`config.mk`:
```
export PLATFORM = sky130hd
export DESIGN_NAME = serial_adder_ctrl
export DESIGN_NICKNAME = d
export VERILOG_FILES = /design/src/rtl/serial_adder_ctrl.sv
export SDC_FILE = /design/constraint.sdc
export NUM_CORES = 1
export LEC_CHECK = 0
export CORE_MARGIN = 1.5
export CORE_UTILIZATION = 46
export CTS_CLUSTER_SIZE = 28
export DETAILED_ROUTE_END_ITERATION = 10
export HOLD_SLACK_MARGIN = 0.08
export PLACE_DENSITY_LB_ADDON = 0.25
export SYNTH_ARGS = -nofsm -noshare
export SYNTH_HDL_FRONTEND = slang
export SYNTH_SLANG_ARGS = --single-unit
```
`constraint.sdc`:
```
create_clock -name clk -period 1.4 [get_ports clk]
set_clock_uncertainty 0.05 [all_clocks]
set_input_delay 0.21 -clock clk [delete_from_list [all_inputs] [get_ports clk]]
set_output_delay 0.21 -clock clk [all_outputs]
set_load 0.01 [all_outputs]
```
`src/rtl/serial_adder_ctrl.sv`:
```
`default_nettype none
// ----------------------------------------------------------------------------
// serial_adder_ctrl: bit-serial WIDTH-bit adder built on one shared 1-bit
// cell (two half adders plus a carry register), with a Start/Done handshake.
// Optional macro SERIAL_ADDER_SUB_EN adds a Sub port for A - B.
// Revision: 1.0
// ----------------------------------------------------------------------------
module serial_adder_ctrl #(
  parameter int WIDTH = 8
) (
  input  logic             clk,
  input  logic             rst,
  input  logic             Start,
  input  logic [WIDTH-1:0] A,
  input  logic [WIDTH-1:0] B,
`ifdef SERIAL_ADDER_SUB_EN
  input  logic             Sub,
`endif
  output logic             Busy,
  output logic             Done,
  output logic [WIDTH-1:0] Sum,
  output logic             Carry
);

  localparam int CW = $clog2(WIDTH);
  localparam logic [CW-1:0] LAST = CW'(WIDTH - 1);

  typedef enum logic [1:0] {
    IDLE = 2'd0,
    RUN  = 2'd1,
    DONE = 2'd2
  } state_t;

  state_t state;
  state_t state_nx;

  logic [WIDTH-1:0] a_sr;
  logic [WIDTH-1:0] b_sr;
  logic [WIDTH-1:0] sum_sr;
  logic [CW-1:0]    cnt;
  logic             cin;
  logic             sub_in;

  logic s1, c1, s, c2, cout;

`ifdef SERIAL_ADDER_SUB_EN
  assign sub_in = Sub;
`else
  assign sub_in = 1'b0;
`endif

  // The shared 1-bit cell: two cascaded half adders.
  assign s1   = a_sr[0] ^ b_sr[0];
  assign c1   = a_sr[0] & b_sr[0];
  assign s    = s1 ^ cin;
  assign c2   = s1 & cin;
  assign cout = c1 | c2;

  always_ff @(posedge clk) begin
    if (rst) begin
      state <= IDLE;
    end else begin
      state <= state_nx;
    end
  end

  always_comb begin
    state_nx = state;
    case (state)
      IDLE:    if (Start) state_nx = RUN;
      RUN:     if (cnt == LAST) state_nx = DONE;
      DONE:    state_nx = IDLE;
      default: state_nx = IDLE;
    endcase
  end

  always_ff @(posedge clk) begin
    if (rst) begin
      a_sr   <= '0;
      b_sr   <= '0;
      sum_sr <= '0;
      cnt    <= '0;
      cin    <= 1'b0;
      Sum    <= '0;
      Carry  <= 1'b0;
    end else begin
      case (state)
        IDLE: begin
          if (Start) begin
            // Subtraction is A + ~B + 1: invert B and seed the carry.
            a_sr   <= A;
            b_sr   <= sub_in ? ~B : B;
            cin    <= sub_in;
            sum_sr <= '0;
            cnt    <= '0;
          end
        end
        RUN: begin
          a_sr   <= a_sr >> 1;
          b_sr   <= b_sr >> 1;
          cin    <= cout;
          sum_sr <= {s, sum_sr[WIDTH-1:1]};
          cnt    <= cnt + 1'b1;
          if (cnt == LAST) begin
            Sum   <= {s, sum_sr[WIDTH-1:1]};
            Carry <= cout;
          end
        end
        default: ;
      endcase
    end
  end

  assign Busy = (state != IDLE);
  assign Done = (state == DONE);

endmodule
`default_nettype wire

```
==> metrics list <==
* Ranking of synthesized cells by instance count: dfxtp_1, nor2_1, nand2_1
- Number of sinks on the clock net: 38
- Overall die area: 3985 um^2
- GR Util All Layers: 19.15%
* Endpoints failing hold: 0
* Synth warn: 0
- TritonCTS created 5 clock buffers.
* Min Hold Slack: 0.4071 ns
- Number of hold-repair buffers added at the cts stage: 0
* Initial core utilization: 49.06%
- The core region is 3390 um^2.
- Placed cell areas: 2062 um^2
- Max clock buf depth: 2
- Pin count of the biggest net entering global routing: 39
- Via count of the first global-routing pass: 1401
- Worst path top cell family by delay: buffers and inverters
- Sort of element at the start of the critical path: register
- Across the VDD grid, the largest voltage drop is 0.0006966 V.
* CP peak stage delay: 0.39 ns
* Top cell by count, worst path: buf_4
- Final setup violation count: 0
- Setup repair after global routing missed its margin: no
- Overall via count from detail_route: 1388
* Root buf cell: clkbuf_4
- The critical path contains buffers and inverters numbering 3 combined.
- For this block, the initial DRC count from the detailed router was 46.
* Cell type contributing the most total cell area after synthesis: dfxtp_1
- Worst min path class: register to register
* Post-Syn Area: 1663 um^2
* Average wire per standard cell: 13.75 um
- Static timing analysis puts the maximum clock frequency at 740.7 MHz.
- Number of distinct standard cells referenced by the synthesized netlist: 29
- Initial antenna violation count: 0
* Number of standard cells after synthesis: 174
* Outcome: finished clean
- Fraction of final layout cells with drive strength greater than 1: 26.51%
- The first global-routing pass estimated 6072 um of wire.
- Final layout net count: 236
- Critical-path cell list: buf_6 -> buf_4 -> nor2b_2 -> buf_4 -> a22oi_1 -> nor2_1
* Post-Synthesis Net Count: 196
- Gr ovfl total: 0
* Boundary pin count: 30
* Crit path DAT: 1.52 ns
- Along the worst path, the maximum fanout reaches 6.
- Relative to the synthesized area, the layout overhead comes to 33.41%.
- DIE HEIGHT: 63.13 um
* Clock transition at the registers of the reported paths: 0.11 ns
* Most frequently used flop master after synthesis: dfxtp_1
- Leakage: 0.8618 nW
* Required time reported for the critical path endpoint: 1.57 ns
- TritonCTS built the clock tree.
* Max Slew Vio Count: 0
- Share of Yosys cell area claimed by the top area cell type: 45.75%
- Fill cells: 258
- Among all stages on the critical path, the largest delay is contributed by dfxtp_4.
- Measured against its own limit, the worst slew margin works out to 73.02%.
- The final layout contains routed wiring with a total length of 3588 um.
- Synthesized area per cell: 9.557 um^2
- Number of maximum-capacitance violations: 0
- At the end of routability-driven placement, the weighted congestion stood at 0.7370.
- The share of the Yosys chip area taken by registers is 45.75%.
- CP Capture Type: register
- Diodes inserted: 0
- Dividing the detail-routed via count by the number of cells gives 5.318.
* Share of flip-flops with an asynchronous set or reset after synthesis: 0%
* Pre-antenna DRT Iters: 4
* Critical setup path kind: register to register
- H-tree depth: 2
- The worst path needs 1.350 ns of the cycle, external delays included.
- Among all cell types in the netlist, the one instantiated most often is dfxtp_1.
* Horizontal extent of the die: 63.13 um
* Final instance area: 2218 um^2
* Clock latency reported for the late side of the worst-skew pair: 0.33 ns
- Detailed Place HPWL: 2437 um
* Number of placement rows: 21
- In the finished design, the share of the clock period the worst path needs comes to 96.43%.
- By area the synthesized netlist is led by dfxtp_1, mux2i_1, a221oi_2, nor2_1, a22oi_1.
* Post-synth EDFFs: 0
* DRC violations left: 0
- Post-synthesis register bit count: 38
- At the pin with the least slew margin, the transition time is 0.4047 ns.
* Pwr/cell area: 932.6 nW/um^2
* Number of port buffers: 29
* Routed Antenna Nets: 0
area by class of cell:
class / instances / area, um^2 / share of cell area, %
Timing Repair Buffer: 48 / 442.9 / 19.97
Clock buffer: 7 / 55.05 / 2.482
Clock inverter: 1 / 5.005 / 0.2256
Sequential cell: 38 / 770.7 / 34.74
Multi-Input combinational cell: 119 / 879.6 / 39.65
Inverter: 2 / 7.507 / 0.3384
Tap cell: 46 / 57.56 / 2.594
flip-flops by register name (all words and copies together) (netlist names):
signal / count
a_sr: 8
sum_sr: 7
b_sr: 8
Sum: 8
state: 2
cin: 1
cnt: 3
Carry: 1
per-stage QoR:
stage	setup slack (ns)	instances	setup TNS, ns	utilization (%)	power [W]
after floorplan	0.08605	174	0	-	0.001375
after global placement	-0.3979	251	-6.969	60.83	0.001473
after detailed placement	-0.4976	251	-8.035	60.83	0.001487
after CTS	0.003569	260	0	63.31	0.002073
after global routing	0.001539	261	0	65.45	0.002169
final	0.04999	261	0	65.45	0.002069
final timing paths:
| kind | startpoint | endpoint | slack [ns] | depth (start not counted) |
|---|---|---|---|---|
| worst max-delay path | state[0] | sum_sr[3] | 0.05 | 6 |
| worst min register to register | Sum[3] | Sum[3] | 0.41 | 2 |
| worst min-delay path | Sum[3] | Sum[3] | 0.41 | 2 |
| worst max register to register | state[0] | sum_sr[3] | 0.05 | 6 |
kinds of logic (layout without fill, tap and decap cells):
family	count (synthesis)	count (layout)	share of synthesized area, %
AOI/OAI and AO/OA	39	39	19.11
muxes	10	10	6.020
DFF	38	38	45.75
buffers and inverters	18	58	6.245
adders and majority gates	3	3	2.709
and+or+nand+nor	66	67	20.17
worst reg2reg max path, stage by stage (launching register included):
cell,delay [ns]
dfxtp_4,0.39
buf_6,0.13
buf_4,0.13
nor2b_2,0.15
buf_4,0.15
a22oi_1,0.18
nor2_1,0.06
cells in the final DEF (no fill, tap or decap), drive strengths merged, types with 6 or more instances in the layout:
cell,count
a211oi,8
a21oi,11
a221oi,6
a22oi,10
buf,20
clkbuf,8
clkdlybuf4s50,18
dfxtp,38
dlygate4sd2,9
mux2i,10
nand2,18
nand2b,6
nor2,22
nor2b,8
nor3b,6
where the power goes:
part	switching (W)	internal [W]	leakage, nW
Sequential	0.0000368	0.00113	0.313
Combinational	0.000140	0.000175	0.514
Clock	0.000343	0.000244	0.0353
layer usage:
metal	vias up	part of all wire, %	global-route usage, %
met5	-	0	0
met4	0	1.5	6.944
met3	7	4.6	5.536
met2	32	51	33.64
met1	654	43	21.98
li1	695	-	-
what timing repair did:
item | in CTS | in global routing
setup buffers | 1 | 0
gates resized for setup | 23 | 22
pin swaps | 0 | 5
setup endpoints to repair | 45 | 25
gates cloned | 0 | 1
Power figures use the tool's default switching activity.
